[src/rtl/chime_pkg.sv]
// chime_pkg: shared definitions for the LED chime/alarm scheduler.
//   - FSM state codes (3-bit, legacy-compatible constants)
//   - owner codes driven on chime_scheduler.src
//   - quiet-window bounds used when CHIME_QUIET_EN is defined
//   - helpers: hour -> flash count, state -> owner code
package chime_pkg;

    localparam logic [2:0] ST_IDLE      = 3'd0;
    localparam logic [2:0] ST_CHIME_ON  = 3'd1;
    localparam logic [2:0] ST_CHIME_OFF = 3'd2;
    localparam logic [2:0] ST_ALARM_ON  = 3'd3;
    localparam logic [2:0] ST_ALARM_OFF = 3'd4;
    localparam logic [2:0] ST_SNOOZE    = 3'd5;

    localparam logic [1:0] SRC_NONE   = 2'd0;
    localparam logic [1:0] SRC_CHIME  = 2'd1;
    localparam logic [1:0] SRC_ALARM  = 2'd2;
    localparam logic [1:0] SRC_SNOOZE = 2'd3;

    // Chime is silent for hours >= QUIET_START or < QUIET_END
    localparam logic [4:0] QUIET_START = 5'd22;
    localparam logic [4:0] QUIET_END   = 5'd7;

    // 12-hour dial position; midnight/noon flash 12 times
    function automatic logic [3:0] flash_count(input logic [4:0] hour_bin);
        logic [4:0] m;
        if (hour_bin >= 5'd24)      m = hour_bin - 5'd24;
        else if (hour_bin >= 5'd12) m = hour_bin - 5'd12;
        else                        m = hour_bin;
        if (m == 5'd0) return 4'd12;
        return 4'(m);
    endfunction

    function automatic logic [1:0] src_of(input logic [2:0] st);
        case (st)
            ST_CHIME_ON, ST_CHIME_OFF: return SRC_CHIME;
            ST_ALARM_ON, ST_ALARM_OFF: return SRC_ALARM;
            ST_SNOOZE:                 return SRC_SNOOZE;
            default:                   return SRC_NONE;
        endcase
    endfunction

endpackage

[src/rtl/chime_scheduler_bcd2bin.sv]
// bcd2bin: combinational two-digit BCD to 5-bit binary (valid for 00-31).
//   bcd in  8  two BCD digits
//   bin out 5  hi*10 + lo
module bcd2bin (
    input  logic [7:0] bcd,
    output logic [4:0] bin
);

    logic [4:0] hi;
    logic [4:0] lo;

    assign hi  = {1'b0, bcd[7:4]};
    assign lo  = {1'b0, bcd[3:0]};
    // hi*10 as hi*8 + hi*2
    assign bin = (hi << 3) + (hi << 1) + lo;

endmodule

[src/rtl/chime_scheduler.sv]
// chime_scheduler: arbitrates the indicator LED between the hourly chime
// and the alarm (with snooze/stop).
// Optional feature macro: CHIME_QUIET_EN (chime suppressed 22:00-06:59).
// Ports:
//   clk, rst        clock, asynchronous active-high reset
//   tick            2 Hz single-cycle enable, sets flash half-period
//   hour/minute/second       current time, BCD
//   alarm_hour/alarm_min     alarm time, BCD; alarm_en arms it
//   snooze, stop    single-cycle user pulses
//   light           LED drive (registered)
//   busy            state != IDLE (registered)
//   src             owner: 0 none, 1 chime, 2 alarm, 3 snooze (registered)
module chime_scheduler
    import chime_pkg::*;
#(
    parameter int unsigned ALARM_FLASHES = 60,
    parameter int unsigned SNOOZE_TICKS  = 600,
    parameter int unsigned MAX_SNOOZE    = 3
) (
    input  logic       clk,
    input  logic       rst,
    input  logic       tick,
    input  logic [7:0] hour,
    input  logic [7:0] minute,
    input  logic [7:0] second,
    input  logic [7:0] alarm_hour,
    input  logic [7:0] alarm_min,
    input  logic       alarm_en,
    input  logic       snooze,
    input  logic       stop,
    output logic       light,
    output logic       busy,
    output logic [1:0] src
);

    localparam int unsigned PW = $clog2(ALARM_FLASHES + 1);
    localparam int unsigned TW = $clog2(SNOOZE_TICKS + 1);
    localparam int unsigned SW = $clog2(MAX_SNOOZE + 1);

    logic [4:0]    hour_bin;
    logic          chime_hit, alarm_hit, chime_hit_q, alarm_hit_q;
    logic          chime_rise, alarm_rise, quiet;
    logic          chime_pend, alarm_pend, chime_pend_n, alarm_pend_n;
    logic [2:0]    state, state_n;
    logic [3:0]    flash_cnt, flash_n;
    logic [PW-1:0] pair_cnt, pair_n;
    logic [TW-1:0] snz_ticks, ticks_n;
    logic [SW-1:0] snz_cnt, scnt_n;
    logic          resume_snz, resume_n;

    bcd2bin u_hour_bcd (
        .bcd (hour),
        .bin (hour_bin)
    );

`ifdef CHIME_QUIET_EN
    assign quiet = (hour_bin >= QUIET_START) || (hour_bin < QUIET_END);
`else
    assign quiet = 1'b0;
`endif

    assign chime_hit  = (minute == 8'h00) && (second == 8'h00);
    assign alarm_hit  = alarm_en && (hour == alarm_hour) && (minute == alarm_min)
                        && (second == 8'h00);
    assign chime_rise = chime_hit && !chime_hit_q && !quiet;
    assign alarm_rise = alarm_hit && !alarm_hit_q;

    always_comb begin
        state_n      = state;
        flash_n      = flash_cnt;
        pair_n       = pair_cnt;
        ticks_n      = snz_ticks;
        scnt_n       = snz_cnt;
        resume_n     = resume_snz;
        chime_pend_n = chime_pend;
        alarm_pend_n = alarm_pend;
        case (state)
            ST_IDLE: begin
                if (tick) begin
                    if (alarm_pend) begin
                        state_n      = ST_ALARM_ON;
                        alarm_pend_n = 1'b0;
                        chime_pend_n = 1'b0;
                        pair_n       = '0;
                    end else if (chime_pend) begin
                        state_n      = ST_CHIME_ON;
                        chime_pend_n = 1'b0;
                        flash_n      = flash_count(hour_bin);
                    end
                end
            end
            ST_CHIME_ON, ST_CHIME_OFF: begin
                if (tick) begin
                    if (alarm_pend) begin
                        // chime is abandoned, never resumed
                        state_n      = ST_ALARM_ON;
                        alarm_pend_n = 1'b0;
                        pair_n       = '0;
                        resume_n     = 1'b0;
                    end else if (state == ST_CHIME_ON) begin
                        state_n = ST_CHIME_OFF;
                        flash_n = flash_cnt - 4'd1;
                    end else if (flash_cnt != 4'd0) begin
                        state_n = ST_CHIME_ON;
                    end else if (resume_snz) begin
                        state_n  = ST_SNOOZE;
                        resume_n = 1'b0;
                    end else begin
                        state_n = ST_IDLE;
                    end
                end
            end
            ST_ALARM_ON, ST_ALARM_OFF: begin
                alarm_pend_n = 1'b0;
                if (stop) begin
                    state_n = ST_IDLE;
                end else if (snooze) begin
                    if (snz_cnt < SW'(MAX_SNOOZE)) begin
                        state_n = ST_SNOOZE;
                        scnt_n  = snz_cnt + SW'(1);
                        pair_n  = '0;
                        ticks_n = '0;
                    end else begin
                        state_n = ST_IDLE;
                    end
                end else if (tick) begin
                    if (state == ST_ALARM_ON) begin
                        state_n = ST_ALARM_OFF;
                        pair_n  = pair_cnt + PW'(1);
                    end else if (pair_cnt == PW'(ALARM_FLASHES)) begin
                        state_n = ST_IDLE;
                    end else begin
                        state_n = ST_ALARM_ON;
                    end
                end
            end
            ST_SNOOZE: begin
                alarm_pend_n = 1'b0;
                if (stop) begin
                    state_n = ST_IDLE;
                end else if (tick) begin
                    // the tick that starts a chime is not counted as snooze time
                    if (chime_pend) begin
                        state_n      = ST_CHIME_ON;
                        chime_pend_n = 1'b0;
                        flash_n      = flash_count(hour_bin);
                        resume_n     = 1'b1;
                    end else if (snz_ticks == TW'(SNOOZE_TICKS - 1)) begin
                        state_n = ST_ALARM_ON;
                        ticks_n = '0;
                        pair_n  = '0;
                    end else begin
                        ticks_n = snz_ticks + TW'(1);
                    end
                end
            end
            default: state_n = ST_IDLE;
        endcase
        if (state_n == ST_IDLE) begin
            scnt_n   = '0;
            resume_n = 1'b0;
        end
        // a new hit wins over a same-cycle consumption
        if (chime_rise) chime_pend_n = 1'b1;
        if (alarm_rise) alarm_pend_n = 1'b1;
    end

    always_ff @(posedge clk or posedge rst) begin
        if (rst) begin
            state       <= ST_IDLE;
            flash_cnt   <= '0;
            pair_cnt    <= '0;
            snz_ticks   <= '0;
            snz_cnt     <= '0;
            resume_snz  <= 1'b0;
            chime_pend  <= 1'b0;
            alarm_pend  <= 1'b0;
            chime_hit_q <= 1'b0;
            alarm_hit_q <= 1'b0;
            light       <= 1'b0;
            busy        <= 1'b0;
            src         <= SRC_NONE;
        end else begin
            state       <= state_n;
            flash_cnt   <= flash_n;
            pair_cnt    <= pair_n;
            snz_ticks   <= ticks_n;
            snz_cnt     <= scnt_n;
            resume_snz  <= resume_n;
            chime_pend  <= chime_pend_n;
            alarm_pend  <= alarm_pend_n;
            chime_hit_q <= chime_hit;
            alarm_hit_q <= alarm_hit;
            light       <= (state_n == ST_CHIME_ON) || (state_n == ST_ALARM_ON);
            busy        <= (state_n != ST_IDLE);
            src         <= src_of(state_n);
        end
    end

endmodule

[config.mk]
export PLATFORM = sky130hd
export DESIGN_NAME = chime_scheduler
export DESIGN_NICKNAME = d
export VERILOG_FILES = /design/src/rtl/chime_pkg.sv /design/src/rtl/chime_scheduler_bcd2bin.sv /design/src/rtl/chime_scheduler.sv
export SDC_FILE = /design/constraint.sdc
export NUM_CORES = 1
export LEC_CHECK = 0
export BUFFER_PORTS_ARGS = -buffer_cell sky130_fd_sc_hd__buf_2
export CORE_ASPECT_RATIO = 1.25
export CORE_MARGIN = 3
export CORE_UTILIZATION = 45
export DETAILED_ROUTE_END_ITERATION = 8
export PLACE_DENSITY_LB_ADDON = 0.3
export SLEW_MARGIN = 40
export SYNTH_ARGS = -nofsm -noshare
export SYNTH_HDL_FRONTEND = slang
export SYNTH_SLANG_ARGS = --single-unit
[constraint.sdc]
create_clock -name clk -period 4.8 [get_ports clk]
set_input_delay 0.48 -clock clk [delete_from_list [all_inputs] [get_ports clk]]
set_output_delay 0.48 -clock clk [all_outputs]
set_load 0.02 [all_outputs]
==> After elaboration in Yosys (flattened, before gate mapping) <==
Cells that the tools add are included.
{ "totals": {"ff_bits": 34, "in_bits": 46, "output_inout_bits": 4} }
{ "classes": {"n_addsub": 8, "magnitude_cmp": 3, "n_eq_ne": 42, "mux": 94, "n_reduce_logical": 39} }
{ "op_table": {"columns": ["operator", "n"], "rows": [
  ["$mux 10", 7],
  ["$mux 6", 11],
  ["$mux 4", 13],
  ["$mux 3", 17],
  ["$mux 5", 9],
  ["$ne 2x2->1 const B", 14],
  ["$ne 3x3->1 const B", 8],
  ["$mux 1", 23],
  ["$pmux 10 s2", 1],
  ["$pmux 6 s3", 1],
  ["$reduce_bool 3->1", 6],
  ["$eq 8x8->1", 2],
  ["$logic_not 8->1", 2],
  ["$reduce_and 7->1", 2],
  ["$eq 3x2->1 const B", 4],
  ["$eq 3x3->1 const B", 4],
  ["$mux 2", 6],
  ["$pmux 3 s4", 1],
  ["$pmux 4 s3", 1],
  ["$reduce_and 11->1", 1],
  ["$add 10x1->10 const B", 1],
  ["$eq 10x10->1 const B", 1],
  ["$logic_not 5->1", 2],
  ["$reduce_and 10->1", 1],
  ["27 further kinds", 48]
]} }

==> Logic depth before layout (Yosys ltp) <==
Gate-level depths: netlist of run 1.
{ "depth": {"word_depth": 20, "mapped_depth": 12, "depth_no_buf": 12} }

==> By module <==
From an unflattened synthesis of run 1, not the netlist that was laid out.
{ "unflattened": {"cells_unflattened": 301, "hier_area_um2": 2617.5} }
{ "by_module_without_submodules": {"columns": ["module", "instances", "cells_each", "area_each_um2", "seq_area_each_um2"], "rows": [
  ["chime_scheduler", 1, 292, 2506.2, 850.8],
  ["bcd2bin", 1, 9, 111.4, 0.0]
]} }

==> Worst setup path before layout of run 1 <==
No wires, ideal clock.
{ "synth_timing": {"path_type": "in2reg", "startpoint": "input port hour[3]", "endpoint": "register flash_cnt[3]", "arrival_time_ps": 3127, "required_time_ps": 4701, "path_slack_ps": 1574, "stages": 11, "path_cell_list": "inv_1 fa_1 fa_1 xor2_1 xnor2_2 inv_1 ha_1 a221oi_2 a32o_1 a32oi_1 a311oi_1"} }
{ "synth_via": {"elab_chain_len": 19, "elab_cells_between_ends": 35, "classes_between": "3 x add/sub; 2 x order compare; 28 x mux; 2 x reduce/logical"} }
{ "synth_lines": {"columns": ["element", "line_no", "rtl"], "rows": [
  ["start, declared", "chime_scheduler.sv:23", "input logic [7:0] hour,"],
  ["$add 5x4->5 *", "chime_scheduler_bcd2bin.sv:15", "assign bin = (hi << 3) + (hi << 1) + lo;"],
  ["$sub 5x4->5 / $ge 5x4->1 (equally long branches)", "chime_pkg.sv:28", "else if (hour_bin >= 5'd12) m = hour_bin - 5'd12;"],
  ["$mux 5", "chime_pkg.sv:28", null],
  ["$mux 5 *", "chime_pkg.sv:27", "if (hour_bin >= 5'd24) m = hour_bin - 5'd24;"],
  ["$mux 5 *", "chime_scheduler.sv:143", "if (chime_pend) begin"],
  ["$mux 5 (on tied branches)", "chime_scheduler.sv:141, chime_scheduler.sv:80", null],
  ["$mux 5 (on tied branches)", "chime_scheduler.sv:139, chime_scheduler.sv:79", null],
  ["$mux 5", "chime_scheduler.sv:77", "case (state)"],
  ["[... 3 more ...]", null, null],
  ["$mux 1 (on tied branches)", "chime_scheduler.sv:141, chime_scheduler.sv:80", null],
  ["$mux 1 (on tied branches)", "chime_scheduler.sv:139, chime_scheduler.sv:79", null],
  ["$mux 1", "chime_scheduler.sv:77", null],
  ["$mux 4", "chime_pkg.sv:31", "return 4'(m);"],
  ["$mux 4 (on tied branches)", "chime_scheduler.sv:143, chime_scheduler.sv:85", null],
  ["$mux 4 (on tied branches)", "chime_scheduler.sv:141, chime_scheduler.sv:80", null],
  ["$mux 4 (on tied branches)", "chime_scheduler.sv:139, chime_scheduler.sv:79", null],
  ["$pmux 4 s3 *", "chime_scheduler.sv:77", null],
  ["end signal, assigned", "chime_scheduler.sv:185", "flash_cnt <= flash_n;"],
  ["end, declared", "chime_scheduler.sv:45", "logic [3:0] flash_cnt, flash_n;"]
]} }
Mark *: on every way between the ends. The rest lies on a longest branch, timed or not. The select of a mux whose other input is x is not followed.
A chain may end at the register's enable or synchronous reset.

==> Final worst setup path of run 1 <==
{ "layout_timing": {"startpoint": "input port hour[4]", "endpoint": "register flash_cnt[3]"} }
{ "layout_via": {"elab_chain_len": 20, "elab_cells_between_ends": 36, "classes_between": "4 x add/sub; 2 x order compare; 28 x mux; 2 x reduce/logical"} }
{ "layout_lines": {"columns": ["element", "line_no"], "rows": [
  ["$add 5x5->5 *", "chime_scheduler_bcd2bin.sv:15"],
  ["$add 5x4->5 *", "chime_scheduler_bcd2bin.sv:15"],
  ["$sub 5x4->5 / $ge 5x4->1 (equally long branches)", "chime_pkg.sv:28"],
  ["$mux 5", "chime_pkg.sv:28"],
  ["$mux 5 *", "chime_pkg.sv:27"],
  ["$mux 5 *", "chime_scheduler.sv:143"],
  ["$mux 5 (on tied branches)", "chime_scheduler.sv:141, chime_scheduler.sv:80"],
  ["$mux 5 (on tied branches)", "chime_scheduler.sv:139, chime_scheduler.sv:79"],
  ["[... 4 more ...]", null],
  ["$mux 1 (on tied branches)", "chime_scheduler.sv:141, chime_scheduler.sv:80"],
  ["$mux 1 (on tied branches)", "chime_scheduler.sv:139, chime_scheduler.sv:79"],
  ["$mux 1", "chime_scheduler.sv:77"],
  ["$mux 4", "chime_pkg.sv:31"],
  ["$mux 4 (on tied branches)", "chime_scheduler.sv:143, chime_scheduler.sv:85"],
  ["$mux 4 (on tied branches)", "chime_scheduler.sv:141, chime_scheduler.sv:80"],
  ["$mux 4 (on tied branches)", "chime_scheduler.sv:139, chime_scheduler.sv:79"],
  ["$pmux 4 s3 *", "chime_scheduler.sv:77"]
]} }
Marks and branches as above.

==> results of run 1 <==
==> where the power goes <==
| group | internal [W] | switching, W |
|---|---|---|
| registers | 0.000353 | 0.0000867 |
| clock network | 0.000116 | 0.000104 |
| logic | 0.000212 | 0.000277 |
| total | 0.000681 | 0.000468 |
==> metal layers <==
| metal | share of wire | global-route usage |
|---|---|---|
| met5 | 0 | 0 |
| met4 | 0.025 | 0.0802 |
| met3 | 0.045 | 0.0337 |
| met2 | 0.51 | 0.318 |
| met1 | 0.42 | 0.217 |
==> cell type report <==
cell class,count,area share
well taps,64,0.0261
inverters,21,0.0257
clock inverters,1,0.00163
flip-flops and latches,34,0.277
repair buffers,50,0.0822
multi-input cells,248,0.559
clock buffers,7,0.0281
==> final timing paths <==
path	startpoint	endpoint	cells past startpoint
worst max-delay path	hour[4]	flash_cnt[3]$_DFFE_PP0P_	12
worst min-delay path	rst	pair_cnt[2]$_DFFE_PP0P_	2
worst min register to register	chime_hit_q$_DFF_PP0_	chime_pend$_DFFE_PP0P_	1
min in group clk	chime_hit_q$_DFF_PP0_	chime_pend$_DFFE_PP0P_	1
max in group asynchronous	rst	resume_snz$_DFFE_PP0P_	3
worst max register to register	state[2]$_DFF_PP0_	resume_snz$_DFFE_PP0P_	6
==> logic make-up (layout without fill, tap and decap cells) <==
logic type / after synthesis / count (layout) / synth area share
AOI/OAI and AO/OA: 95 / 95 / 0.244
xor gates and xnor gates: 21 / 21 / 0.0708
adders and majority gates: 15 / 15 / 0.0750
buffers and inverters: 33 / 79 / 0.0495
DFF: 34 / 34 / 0.315
muxes: 3 / 3 / 0.0111
and+or+nand+nor: 114 / 114 / 0.235
==> layout by cell type (no fill, tap or decap), drive strengths merged, types with 3 or more instances in the layout <==
master,n
nor2,21
inv,21
a31oi,6
o31ai,10
and2,6
nor2b,5
o21ai,27
nand3,19
or4,5
nor3,4
nand2b,10
nand2,16
xnor2,15
xor2,6
nand3b,3
clkbuf,7
dfrtp,34
nand4,6
a21oi,11
or3b,3
nor4,3
mux2i,3
buf,50
o211ai,4
ha,13
a21o,10
==> state kept, by name, indices dropped and copies added, names as in the netlist <==
register	flops
alarm_hit_q	1
snz_cnt	2
resume_snz	1
chime_hit_q	1
chime_pend	1
alarm_pend	1
src	2
pair_cnt	6
flash_cnt	4
snz_ticks	10
busy	1
light	1
state	3
==> worst max-delay path, stage by stage <==
cell and delay (ps):
buf_2 110, inv_1 60, fa_1 480, fa_1 440
xor2_1 180, xnor2_2 370, inv_1 90, ha_1 230
a221oi_2 400, a32o_1 230, a32oi_1 100, a311oi_1 270
==> Yosys cell counts (3+ instances only) <==
| cell type | count | area share |
|---|---|---|
| inv_1 | 21 | 0.029 |
| mux2i_1 | 3 | 0.011 |
| a31oi_1 | 6 | 0.014 |
| clkbuf_1 | 3 | 0.0042 |
| o21ai_0 | 25 | 0.046 |
| nand2_1 | 16 | 0.022 |
| nand4_1 | 6 | 0.014 |
| nor2_1 | 21 | 0.029 |
| xor2_1 | 6 | 0.019 |
| ha_1 | 13 | 0.060 |
| or3b_1 | 3 | 0.0097 |
| or4_1 | 5 | 0.014 |
| nand3_1 | 18 | 0.033 |
| nor2b_1 | 5 | 0.012 |
| buf_2 | 8 | 0.015 |
| and2_1 | 5 | 0.012 |
| dfrtp_1 | 34 | 0.31 |
| nor3_1 | 4 | 0.0074 |
| xnor2_1 | 14 | 0.045 |
| nand3b_1 | 3 | 0.0083 |
| o211ai_1 | 4 | 0.011 |
| a21o_1 | 10 | 0.028 |
| a21oi_1 | 11 | 0.020 |
| nor4_1 | 3 | 0.0069 |
| nand2b_1 | 9 | 0.021 |
| o31ai_1 | 10 | 0.028 |
==> per-stage QoR <==
| stage | worst slack (ps) | utilization |
|---|---|---|
| CTS | 1550 | 0.546 |
| detailed placement | 1240 | 0.530 |
| global placement | 1340 | 0.530 |
| floorplan | 1570 | - |
| finish | 1550 | 0.546 |
| global route | 1340 | 0.546 |
==> run_results.csv, run 1 <==
group,metric,value,unit
timing,whs,180,ps
logic_synthesis,seq_area_frac_synth,0.315,
floorplan,die_area,6980,µm²
power,p_total,0.00115,W
floorplan,io_pins,50,
logic_synthesis,ys_warn_count,0,
logic_synthesis,syn-num-nets,376,
timing,rsz0062_at_grt,"false",
place,place.port_buffers,49,
clocking,clkSlewWorstSetupHoldPaths,70,ps
logic_synthesis,syn_inst,315,
place,gp_congestion,0.846,
setup_path,cp.arrival,3450,ps
timing,tightestPinTransition,627,ps
clocking,cts_resized,0,
power,powerDensity,374,nW/µm²
logic_synthesis,async_flop_share,1.00,
timing,skew,10.8,ps
timing,setup_viol_count_final,0,
route,wl_per_cell,14.2,µm
clocking,cts_buffers,5,
power,leakage,1.38,nW
logic_synthesis,ys_seq_elements,34,
setup_path,criticalPathCategory,"input port to flip-flop",
setup_path,crit_fanout,8,
place,placed_cell_area,2980,µm²
route,drc,0,
grt,grt_pass1_wl,10300,µm
timing,slew-limit-headroom,0.582,
setup_path,end_kind,"flip-flop",
clocking,cts_setup_buffers,0,
route,via_per_inst,5.98,
grt,antenna_found_initial,0,
outcome,status,"completed",
floorplan,die_height,92.7,µm
final_layout,seqCellArea,851,µm²
clocking,cts_htree_levels,2,
clocking,cts_tree,"yes",
final_layout,num-fill-cells,522,
route,drtIter0Drc,127,
route,first_pass_iters,4,
route,antenna_left,0,
clocking,clk_path_buf_depth,2,
logic_synthesis,synth_edf_count,0,
floorplan,initial_utilization,0.480,
final_layout,final_area,3070,µm²
final_layout,instances_no_fill,425,
timing,hold_viol,0,
route,vias,2541,
floorplan,num_rows,30,
logic_synthesis,syn_area,2700,µm²
timing,period_share,0.678,
floorplan,dieWidth,75.3,µm
clocking,clock_latency,290,ps
grt,first_global_vias,2415,
power,ir_drop,0.000178,V
run,maxCapViolCount,0,
final_layout,layout-drive-gt1-share,0.183,
final_layout,area_delta_synth_final,13.7,%
grt,grt_max_degree,24,
timing,clock.fmax,307,MHz
timing,fin_setup_tns,0,ps
setup_path,start_kind,"input port",
logic_synthesis,ys.flop_type,"dfrtp_1",
logic_synthesis,syn_area_per_cell,8.58,µm²
setup_path,worstPathRequired,5000,ps
final_layout,nets,421,
final_layout,multiInputGateArea,1720,µm²
floorplan,coreArea,5630,µm²
place,dp.final_hpwl,4600,µm
clocking,cts_hold_buf,0,
setup_path,rrSetupSlack,2250,ps
timing,period_minus_slack,3250,ps
final_layout,n_antenna_cell,0,
place,placed_cells,417,
route,drt_wl_total,6030,µm
grt,grt.total_usage,0.185,
clocking,cts.sinks,34,
clocking,clockRootBuffer,"clkbuf_8",
grt,grt-ovfl-total,0,
worst_hold_path,hold_path.class,"input port to async pin",
logic_synthesis,ys_types,64,
timing,drv_slew,0,
Power figures use the tool's default switching activity.
==> run 2, diff against run 1 <==
- ABC_AREA: not set -> 1
- clock period: 4.8 -> 2.8 ns (I/O delays scaled with it)
==> run 2 against run 1 <==
  * Sequential cell count unchanged
  * Final cell count increased by 22%
  * Critical path depth increased by 11
  * Clock skew decreased by 2.2 ps
  * Clock power increased by 70%
  * Total power increased by 110%
  * Sequential share of layout area decreased by 1.4 points
  * Global-route usage decreased by 0.34 points
  * Utilization increased by 0.30 points
  * Critical path type unchanged
  * Die area increased by 2.8%
  * Non-clock buffer count increased by 6
==> run_results.csv, run 2 <==
group,metric,value,unit
floorplan,initial_utilization,0.473,
clocking,cts_htree_levels,2,
route,drtIter0Drc,104,
clocking,clockRootBuffer,"clkbuf_8",
route,route.met3.wl,163,µm
floorplan,dieWidth,76.4,µm
final_layout,largest_reg_flops,10,
final_layout,mostFrequentLayoutCell,"nand2_1",
clocking,clkSlewWorstSetupHoldPaths,70,ps
place,pre_cts_ws,-210,ps
final_layout,nets,498,
setup_path,criticalPathCategory,"input port to flip-flop",
route,antenna_left,0,
final_layout,layout-drive-gt1-share,0.237,
place,placed_cell_area,3130,µm²
floorplan,io_pins,50,
grt,antenna_found_initial,0,
power,leakage,1.64,nW
floorplan,coreArea,5900,µm²
timing,hold_viol,0,
clocking,cts_tree,"yes",
clocking,cts_buffers,5,
logic_synthesis,synth_top_cell_area_share,0.305,
power,p_total,0.00236,W
setup_path,regToRegStartpoint,"state[2]$_DFF_PP0_",
place,place.port_buffers,49,
logic_synthesis,synthMostInstantiatedCell,"nand2_1",
logic_synthesis,syn-num-nets,440,
clocking,cts_setup_buffers,0,
logic_synthesis,seq_area_frac_synth,0.305,
logic_synthesis,synth_edf_count,0,
timing,tightestPinTransition,480,ps
route,topRoutingLayerUsed,"met4",
worst_hold_path,hold_path.class,"input port to async pin",
logic_synthesis,syn_area,2790,µm²
power,powerDensity,730,nW/µm²
setup_path,rr_endpoint,"snz_ticks[0]$_DFFE_PP0P_",
route,vias,2599,
clocking,cts_hold_buf,0,
setup_path,cp.arrival,2680,ps
setup_path,start_kind,"input port",
floorplan,num_rows,31,
timing,skew,8.57,ps
setup_path,reg2reg_depth,8,
timing,clock.fmax,399,MHz
route,wl_met2,3320,µm
final_layout,final_area,3240,µm²
route,drc,0,
setup_path,rrSetupSlack,860,ps
final_layout,regMostFlops,"snz_ticks",
outcome,status,"completed",
grt,grt-ovfl-total,0,
clocking,clock_latency,290,ps
floorplan,die_area,7180,µm²
logic_synthesis,ys_warn_count,0,
route,via_per_inst,5.00,
route,wl_per_cell,11.7,µm
floorplan,die_height,94.0,µm
logic_synthesis,synthTopCellsByCount,"nand2_1, inv_1, nor2_1",
setup_path,crit_fanout,3,
logic_synthesis,syn_inst,379,
grt,grt_max_degree,35,
clocking,cts.sinks,34,
logic_synthesis,yosysTopAreaCell,"dfrtp_1",
timing,period_share,0.896,
final_layout,final_cell_mix,"nand2_1, inv_1, buf_2",
final_layout,n_antenna_cell,0,
route,met1_length,2440,µm
grt,grt_pass1_wl,10800,µm
setup_path,worstPathRequired,2980,ps
logic_synthesis,async_flop_share,1.00,
grt,grt.total_usage,0.181,
final_layout,fin_util,0.549,
grt,first_global_vias,2602,
timing,setup_viol_count_final,0,
run,maxCapViolCount,0,
route,drt_wl_total,6100,µm
timing,period_minus_slack,2510,ps
timing,fin_ws,292,ps
timing,slew-limit-headroom,0.679,
logic_synthesis,ys_seq_elements,34,
logic_synthesis,syn_area_per_cell,7.35,µm²
logic_synthesis,synth.area.top_cells,"dfrtp_1, nand2_1, inv_1, ha_1, nor2_1",
final_layout,reg_top3,"snz_ticks (10), pair_cnt (6), flash_cnt (4)",
clocking,cts_resized,0,
timing,fin_setup_tns,0,ps
timing,drv_slew,0,
route,first_pass_iters,4,
place,gp_congestion,0.860,
logic_synthesis,ys_types,46,
logic_synthesis,ys.flop_type,"dfrtp_1",
setup_path,crit_start,"hour[6]",
setup_path,end_kind,"flip-flop",
power,ir_drop,0.000275,V
place,dp.final_hpwl,4900,µm
clocking,clk_path_buf_depth,2,
final_layout,area_delta_synth_final,16.1,%
-- run 2: cells by family (layout without fill, tap and decap cells) --
group           count (synthesis)  count (layout)  synth area share
simple gates                  193             193             0.337
buf+inv                        63             122             0.100
compound gates                 59              59             0.138
flops                          34              34             0.305
fa+ha+maj                      15              15            0.0727
xor+xnor                       15              15            0.0471
-- run 2: worst max-delay path by stage --
stage,endpoint,slack (ps),cells past startpoint
2_1_floorplan,flash_cnt[2]$_DFFE_PP0P_,3,22
3_5_place_dp,flash_cnt[2]$_DFFE_PP0P_,-210,23
4_1_cts,flash_cnt[2]$_DFFE_PP0P_,90,23
6_report,flash_cnt[2]$_DFFE_PP0P_,290,23
5_1_grt,flash_cnt[2]$_DFFE_PP0P_,-10,23
3_3_place_gp,flash_cnt[2]$_DFFE_PP0P_,-90,23
-- run 2: area by class of cell --
| cell class | instances | area, µm² |
|---|---|---|
| fill | 579 | 2660 |
| multi-input combinational | 282 | 1670 |
| sequential | 34 | 851 |
| timing repair buffer | 56 | 298 |
| inverter | 58 | 223 |
| tap | 82 | 103 |
| clock buffer | 7 | 86.3 |
| clock inverter | 1 | 5.00 |
-- run 2: worst max-delay path, stage by stage --
cell     delay (ps)
buf_2            70
inv_1            60
fa_1            500
fa_2            380
inv_1            70
nand2_1          40
nand2_1          60
nand2_1          70
nand2_2          80
inv_1            40
ha_1            180
nand2_1          50
inv_1            50
a21oi_2         140
nand3_2         110
nand3_1         110
nand2_1          50
nand2_1          70
nor2_1           40
nand2_1          70
nand2_1          50
nand2_1          60
nand2_1          40
-- run 2: routing by layer --
metal	track usage	up-vias
met5	0	-
met2	0.353	45
met1	0.191	1186
met3	0.0298	18
li1	-	1350
met4	0.0755	0
-- run 2: through the flow --
step           hold WS [ps]  instances
2_1_floorplan           406        379
3_3_place_gp            395        512
3_5_place_dp            400        512
4_1_cts                87.6        520
5_1_grt                 109        520
6_report               67.1        520
-- run 2: report_power, final --
part	switching [W]	leakage [nW]	internal [W]
clock	0.000176	0.0482	0.000198
combinational	0.000818	1.14	0.000445
sequential	0.000116	0.452	0.000608
==> run 3, diff against run 2 <==
- HOLD_SLACK_MARGIN: not set -> 0.08
- SLEW_MARGIN: 40 -> 20
- clock period: 2.8 -> 3.1 ns (I/O delays scaled with it)
==> run 3 against run 2 <==
  * Critical path depth is the same
  * Global-route usage grew 0.46 points
  * Utilization shrank 0.87 points
  * Sequential power shrank 9.3%
  * Sequential cell count is the same
  * Clock power shrank 10%
  * Hold slack gained 29 ps
  * Setup slack gained 4.6 ps
==> run_results.csv, run 3 (synthesis results as in run 2) <==
group,metric,value,unit
clocking,cts_buffers,5,
setup_path,end_kind,"flip-flop",
grt,grt_max_degree,35,
floorplan,num_rows,31,
power,ir_drop,0.000267,V
clocking,clockRootBuffer,"clkbuf_8",
final_layout,n_antenna_cell,0,
floorplan,dieWidth,76.4,µm
power,pwr-share-clk,0.158,
timing,period_share,0.904,
timing,hold_viol,0,
final_layout,area_delta_synth_final,14.3,%
grt,grt_pass1_wl,10900,µm
floorplan,die_area,7180,µm²
floorplan,io_pins,50,
setup_path,critPathMaxStageDelay,490,ps
final_layout,layout-drive-gt1-share,0.219,
power,intPower,0.00112,W
setup_path,path_buf_inv,5,
clocking,cts.sinks,34,
setup_path,criticalPathCategory,"input port to flip-flop",
setup_path,cp_slowest_cell,"fa_1",
grt,grt.total_usage,0.186,
power,power_frac_seq,0.310,
clocking,cts_resized,0,
timing,skew,7.32,ps
final_layout,largest_reg_flops,10,
final_layout,final_area,3180,µm²
final_layout,mostFrequentLayoutCell,"nand2_1",
route,drtIter0Drc,110,
clocking,cts_setup_buffers,0,
setup_path,cpMostUsedCell,"nand2_1",
route,drc,0,
place,gp_congestion,0.846,
place,dp.final_hpwl,4810,µm
clocking,clock_latency,290,ps
power,powerDensity,665,nW/µm²
final_layout,reg_top3,"snz_ticks (10), pair_cnt (6), flash_cnt (4)",
power,p_sw_frac,0.470,
clocking,cts_tree,"yes",
place,pre_cts_ws,1.03,ps
setup_path,crit_fanout,4,
grt,antenna_found_initial,0,
final_layout,final_cell_mix,"nand2_1, inv_1, buf_2",
floorplan,die_height,94.0,µm
route,antenna_left,0,
timing,fin_ws,296,ps
floorplan,initial_utilization,0.473,
route,first_pass_iters,4,
timing,slew-limit-headroom,0.670,
timing,clock.fmax,357,MHz
floorplan,coreArea,5900,µm²
power,combinationalPowerShare,0.532,
place,place.port_buffers,49,
final_layout,nets,493,
route,drt_wl_total,5970,µm
route,wl_per_cell,11.6,µm
clocking,cts_hold_buf,0,
grt,grt-ovfl-total,0,
clocking,cts_htree_levels,2,
setup_path,cp.arrival,2980,ps
grt,first_global_vias,2628,
outcome,status,"completed",
final_layout,regMostFlops,"snz_ticks",
timing,fin_setup_tns,0,ps
setup_path,cp_top_family,"adder cells",
timing,rsz0062_at_grt,"false",
timing,whs,96.1,ps
power,p_sw,0.000996,W
route,via_per_inst,4.92,
worst_hold_path,hold_path.class,"input port to async pin",
setup_path,start_kind,"input port",
clocking,clkSlewWorstSetupHoldPaths,70,ps
place,placed_cell_area,3090,µm²
power,leakage,1.61,nW
clocking,clk_path_buf_depth,2,
timing,period_minus_slack,2800,ps
timing,drv_slew,0,
run,maxCapViolCount,0,
timing,setup_viol_count_final,0,
setup_path,crit_chain,"buf_2 -> inv_1 -> fa_1 -> fa_1 -> inv_1 -> nand2_1 -> nand2_1 -> nand2_1 -> nand2_1 -> inv_1 -> ha_1 -> nand2_1 -> inv_1 -> a21oi_1 -> nand3_1 -> nand3_1 -> nand2_1 -> nand2_1 -> nor2_1 -> nand2_1 -> nand2_1 -> nand2_1 -> nand2_1",
setup_path,worstPathRequired,3270,ps
route,vias,2534,
timing,tightestPinTransition,494,ps
-- run 3: cell types whose count changed in the layout (fill, tap and decap cells not counted), sizes merged --
cell	before	now
buf	56	51
-- run 3: power groups by stage --
stage | Combinational [W] | Clock, W | Sequential (W)
final | 0.00113 | 0.000335 | 0.000657
after CTS | 0.00113 | 0.000344 | 0.000656
after global placement | 0.00111 | 0 | 0.000660
after global routing | 0.00129 | 0.000371 | 0.000670
after floorplan | 0.000958 | 0 | 0.000646
after detailed placement | 0.00113 | 0 | 0.000662
-- run 3: layer usage --
layer | global-route usage | wire length (µm) | up-vias | part of all wire
met5 | 0 | 0 | - | 0
met1 | 0.192 | 2450 | 1150 | 0.41
li1 | - | - | 1348 | -
met2 | 0.367 | 3290 | 26 | 0.55
met4 | 0.0770 | 132 | 0 | 0.022
met3 | 0.0317 | 102 | 10 | 0.017
-- run 3: layout make-up --
type,count,area (µm²)
clock inverters,1,5.00
fillers,580,2710
well taps,82,103
repair buffers,51,260
flip-flops and latches,34,851
inverters,58,223
clock buffers,7,86.3
multi-input cells,282,1660
-- run 3: worst paths after layout --
kind	cells after the start	startpoint	endpoint	slack [ps]
min in group clk	4	minute[5]	chime_hit_q$_DFF_PP0_	310
worst max-delay path	23	hour[4]	flash_cnt[2]$_DFFE_PP0P_	300
max in group asynchronous	3	rst	flash_cnt[3]$_DFFE_PP0P_	2690
worst max register to register	10	snz_ticks[0]$_DFFE_PP0P_	pair_cnt[3]$_DFFE_PP0P_	1150
worst min register to register	1	chime_hit_q$_DFF_PP0_	chime_pend$_DFFE_PP0P_	430
worst min-delay path	3	rst	snz_ticks[3]$_DFFE_PP0P_	100
-- run 3: worst register-to-register path, delay by kind of cell (launching register included) --
family | cells | cell delay [ps]
adder cells (fa/ha/maj) | 1 | 200
buffers and inverters | 1 | 90
AO/OA/AOI/OAI | 1 | 80
flip-flops | 1 | 410
AND/OR/NAND/NOR | 7 | 1080
-- run 3: metrics by stage --
step / total power (W) / util / cells
2_1_floorplan: 0.00160 / - / 379
3_3_place_gp: 0.00177 / 0.525 / 507
3_5_place_dp: 0.00179 / 0.525 / 507
4_1_cts: 0.00213 / 0.540 / 515
5_1_grt: 0.00233 / 0.540 / 515
6_report: 0.00212 / 0.540 / 515
